## config.mk

```make
export PLATFORM = sky130hd
export DESIGN_NAME = jk_ff_bank
export DESIGN_NICKNAME = d
export VERILOG_FILES = /design/src/rtl/jk_ff_bank.sv
export SDC_FILE = /design/constraint.sdc
export NUM_CORES = 1
export LEC_CHECK = 0
export ABC_AREA = 1
export CORE_MARGIN = 2
export CORE_UTILIZATION = 30
export DETAILED_ROUTE_END_ITERATION = 8
export GPL_ROUTABILITY_DRIVEN = 0
export GPL_TIMING_DRIVEN = 1
export PLACE_DENSITY = 0.63
export SETUP_SLACK_MARGIN = 0.5
export SKIP_CTS_REPAIR_TIMING = 1
export SYNTH_ARGS = -nofsm -noshare
export SYNTH_HDL_FRONTEND = slang
export SYNTH_SLANG_ARGS = --single-unit
export TNS_END_PERCENT = 20
```

## constraint.sdc

```tcl
create_clock -name CLK -period 4.4 [get_ports CLK]
set_input_delay 0.66 -clock CLK [delete_from_list [all_inputs] [get_ports CLK]]
set_output_delay 0.66 -clock CLK [all_outputs]
set_load 0.005 [all_outputs]
```

## src/rtl/jk_ff_bank.sv

```systemverilog
`default_nettype none
// ============================================================================
// Module   : jk_ff_bank
// Purpose  : WIDTH-bit JK flip-flop bank with JK / LOAD / TOGGLE / COUNT modes.
//            Define JKBANK_UPDOWN_EN to add the UP_DN port (up/down counting).
// Revision : 1.0  initial release
// ============================================================================
module jk_ff_bank #(
    parameter int               WIDTH   = 4,
    parameter logic [WIDTH-1:0] RST_VAL = {WIDTH{1'b0}}
) (
    input  logic             CLK,
    input  logic             RST_n,
    input  logic             EN,
    input  logic             CLR,
    input  logic [1:0]       MODE,
    input  logic [WIDTH-1:0] J,
    input  logic [WIDTH-1:0] K,
    input  logic [WIDTH-1:0] D,
`ifdef JKBANK_UPDOWN_EN
    input  logic             UP_DN,
`endif
    output logic [WIDTH-1:0] Q,
    output logic [WIDTH-1:0] Q_n,
    output logic             TC,
    output logic             CHG
);

    localparam logic [1:0] c_MODE_JK  = 2'b00;
    localparam logic [1:0] c_MODE_LD  = 2'b01;
    localparam logic [1:0] c_MODE_TGL = 2'b10;
    localparam logic [1:0] c_MODE_CNT = 2'b11;

    logic [WIDTH-1:0] q_q;
    logic [WIDTH-1:0] q_d;
    logic             chg_q;
    logic             chg_d;
    logic             w_up;
    logic             w_term;
    logic [WIDTH-1:0] w_cnt_t;

`ifdef JKBANK_UPDOWN_EN
    assign w_up = UP_DN;
`else
    assign w_up = 1'b1;
`endif

    // Ripple-free toggle chain: bit i toggles when every lower bit is 1 (up) or 0 (down).
    assign w_cnt_t[0] = 1'b1;
    generate
        for (genvar i = 1; i < WIDTH; i++) begin : g_chain
            assign w_cnt_t[i] = w_cnt_t[i-1] & (w_up ? q_q[i-1] : ~q_q[i-1]);
        end
    endgenerate

    assign w_term = w_up ? (&q_q) : ~(|q_q);

    always_comb begin
        q_d = q_q;
        if (CLR) begin
            q_d = '0;
        end else if (EN) begin
            case (MODE)
                c_MODE_JK:  q_d = (J & ~q_q) | (~K & q_q);
                c_MODE_LD:  q_d = D;
                c_MODE_TGL: q_d = q_q ^ J;
                c_MODE_CNT: q_d = q_q ^ w_cnt_t;
                default:    q_d = q_q;
            endcase
        end
        chg_d = (q_d != q_q);
    end

    always_ff @(posedge CLK or negedge RST_n) begin
        if (!RST_n) begin
            q_q   <= RST_VAL;
            chg_q <= 1'b0;
        end else begin
            q_q   <= q_d;
            chg_q <= chg_d;
        end
    end

    assign Q   = q_q;
    assign Q_n = ~q_q;
    assign CHG = chg_q;
    // Gated by RST_n so TC stays low while reset is held, even if RST_VAL is terminal.
    assign TC  = RST_n & ~CLR & EN & (MODE == c_MODE_CNT) & w_term;

endmodule
`default_nettype wire
```

==> results.md <==
- outcome: complete, no violations
- Cells after Synth: 103
- CTS Root Buffer Type: sky130_fd_sc_hd__clkbuf_4
- Via Count: 694
- area of combinational cells with multiple inputs: 352 sq um
- leakage power of the design: 0.460 nW
- sequential fraction of the synthesis area: 22.7%
- kind of capture point of the worst setup path: output pin
- Tcrit/Tclk final: 67.0%
- share of post-route cells with drive strength above 1: 7.52%
- core outline area: 1730 sq um
- clock period minus worst slack: 2.95 ns
- FF-to-FF End: CHG
- fillcell total: 198
- Via density: 4.39
- post-synthesis instance area: 552 sq um
- top cell type's share of synthesized area: 34.7%
- die area: 2200 sq um
- Critical path origin: MODE[0]
- cell type with the highest occurrence count on the critical path: sky130_fd_sc_hd__clkdlybuf4s50_1
- Synthesis Warnings: 0
- vias in the first global route: 589
- Skew-Pair Late Insertion Delay: 0.23 ns
- CTS tree: built
- library cell occupying the most area in the post-synthesis netlist: sky130_fd_sc_hd__nand2_1
- number of clock buffers inserted by TritonCTS: 3
- average cell area after synthesis: 5.36 sq um
- post-detailed-routing wire length: 1.48 mm
- compound-cell area share of the yosys netlist: 7.26%
- transition at the pin with the smallest max-transition slack: 0.333 ns
- data arrival time of the critical path: 2.29 ns
- adder-cell share of the synthesized area: 4.54%
- total global routing overflow: 0
- Unique masters post-synth: 14
- Detailed Place HPWL: 1.22 mm
- kind of cell adding the most delay to the critical path: buffers and inverters
- critical path type: in -> out
- worst hold path class: in -> async
- least setup slack across all paths after layout: 1.45 ns
- number of H-tree branching levels: 1
- number of pins with negative max-slew slack in the final report: 0
- global routing usage summed across all routing layers: 13.9%
- cell types with the largest area share after synthesis: sky130_fd_sc_hd__nand2_1, sky130_fd_sc_hd__dfrtp_1, sky130_fd_sc_hd__nand3_1
- final layout net count: 154
- clock transition at the registers of the reported paths: 0.04 ns
- instance area at placement: 846 sq um
- max-cap violations: 0
- PwrDens: 209 nW/um^2
- number of nets still failing antenna checks after routing: 0
- endpoint required time on the critical path: 3.74 ns
- total buffers and inverters traversed by the critical path: 2
- largest net degree at the start of global routing: 9
- FMAX: 339 MHz
- Die Span X: 46.9 um
- Initial DRC Count: 13
- final setup skew: 0.000153 ns
- Hold Worst Slack: 0.649 ns
- CP Launch Type: primary input
- PortBufs: 27
- flop and latch count out of synthesis: 5
- detail-routed net length per standard cell: 9.35 um
- peak per-stage delay on the critical path: 0.61 ns
- maximum count of clock buffers along a single path: 2
- final-report setup violation count: 0
- r2r startpoint: Q[0]
- power consumption: 0.183 mW
- DRT Pass-1 Iters: 4
- effective utilization at floorplan: 32.0%
- mux cell area share after synthesis: 0%
- total negative setup slack: 0 ns
- worst voltage drop across the vdd grid: 0.000122 V
- clock net sink count: 5
- fraction of synthesized cell area in xor and xnor cells: 0%
- RSZ-0062 raised after global routing: false
- post-route cell area: 872 sq um
- share of synthesized cell area in and, or, nand and nor gates: 51.9%
- R2R setup slack: 2.68 ns
- post-route insts no fill: 158
- initial antenna violation count: 0
- DRC: 0
- Fin. Hold Viols: 0
- peak fanout along the critical path: 7
- count of cells along the worst register-to-register path: 12
- worst-path cell chain: clkdlybuf4s50_1 -> nand2_1 -> nor4_1 -> clkdlybuf4s50_1
- final core utilization: 50.5%
- worst slew margin relative to its limit: 77.6%
- I/O pin cnt: 28
- area growth from synthesis to layout: 58.0%
- main combinational cell family by area after synthesis: simple AND/OR/NAND/NOR gates
- first-pass GRT wire length: 2.26 mm
- placement row count: 15
- vertical die dimension: 46.9 um
- Crit-path slowest cell: sky130_fd_sc_hd__clkdlybuf4s50_1
- Post-Synthesis Net Count: 123
- sequential cell area in the final layout: 125 sq um
- antenna diode instance count: 0
- dpl ws: 1.47 ns
- number of cells after detailed placement: 154
-- flip-flops by register name, summed over array words and instances, names as in the netlist --
signal / count
CHG: 1
Q: 4
-- cell usage in the layout (no fill, tap or decap) --
cell type and count:
sky130_fd_sc_hd__nor2_2 1, sky130_fd_sc_hd__nor2_1 3, sky130_fd_sc_hd__nand3_1 9, sky130_fd_sc_hd__nor4_1 1, sky130_fd_sc_hd__inv_1 12, sky130_fd_sc_hd__ha_1 2, sky130_fd_sc_hd__clkdlybuf4s50_1 27, sky130_fd_sc_hd__o21ai_1 4
sky130_fd_sc_hd__a21oi_1 4, sky130_fd_sc_hd__nand2_1 51, sky130_fd_sc_hd__clkbuf_4 3, sky130_fd_sc_hd__inv_2 6, sky130_fd_sc_hd__nand4_1 3, sky130_fd_sc_hd__nand3b_1 1, sky130_fd_sc_hd__dfrtp_1 5, sky130_fd_sc_hd__clkbuf_1 1
-- cell type report --
| cell class | count | area share (%) |
|---|---|---|
| multi-input combinational | 79 | 40.3 |
| timing repair buffer | 27 | 31.0 |
| sequential | 5 | 14.3 |
| inverter | 18 | 7.75 |
| tap | 25 | 3.59 |
| clock buffer | 4 | 3.01 |
-- cell families after synthesis --
logic type | after synthesis
fa+ha+maj | 2
flops | 5
simple gates | 69
buf+inv | 19
compound gates | 8
-- per-layer routing --
layer | global-route usage (%) | part of all wire (%) | vias to the layer above
li1 | - | - | 380
met1 | 17.3 | 46 | 291
met2 | 24.4 | 46 | 23
met3 | 0.769 | 8.0 | 0
met4 | 6.67 | 0 | 0
met5 | 0 | 0 | -
-- cell usage after synthesis, drive strengths merged --
master   n
nor2     4
a21oi    4
o21ai    4
dfrtp    5
nand3    9
ha       2
nand3b   1
buf      1
nand4    3
nor4     1
inv     18
nand2   51
-- power by group --
| group | total, mW | leakage (nW) | internal (mW) | switching, mW |
|---|---|---|---|---|
| Combinational | 0.0749 | 0.382 | 0.0402 | 0.0346 |
| Sequential | 0.0571 | 0.0623 | 0.0508 | 0.00634 |
| Clock | 0.0506 | 0.0150 | 0.0341 | 0.0164 |
-- worst max-delay path by stage --
| stage | cells after the start | end |
|---|---|---|
| after floorplan | 3 | TC |
| after global placement | 4 | TC |
| after detailed placement | 4 | TC |
| after CTS | 4 | TC |
| after global routing | 4 | TC |
| final | 4 | TC |
No activity file was read; power rests on OpenSTA's default activity.
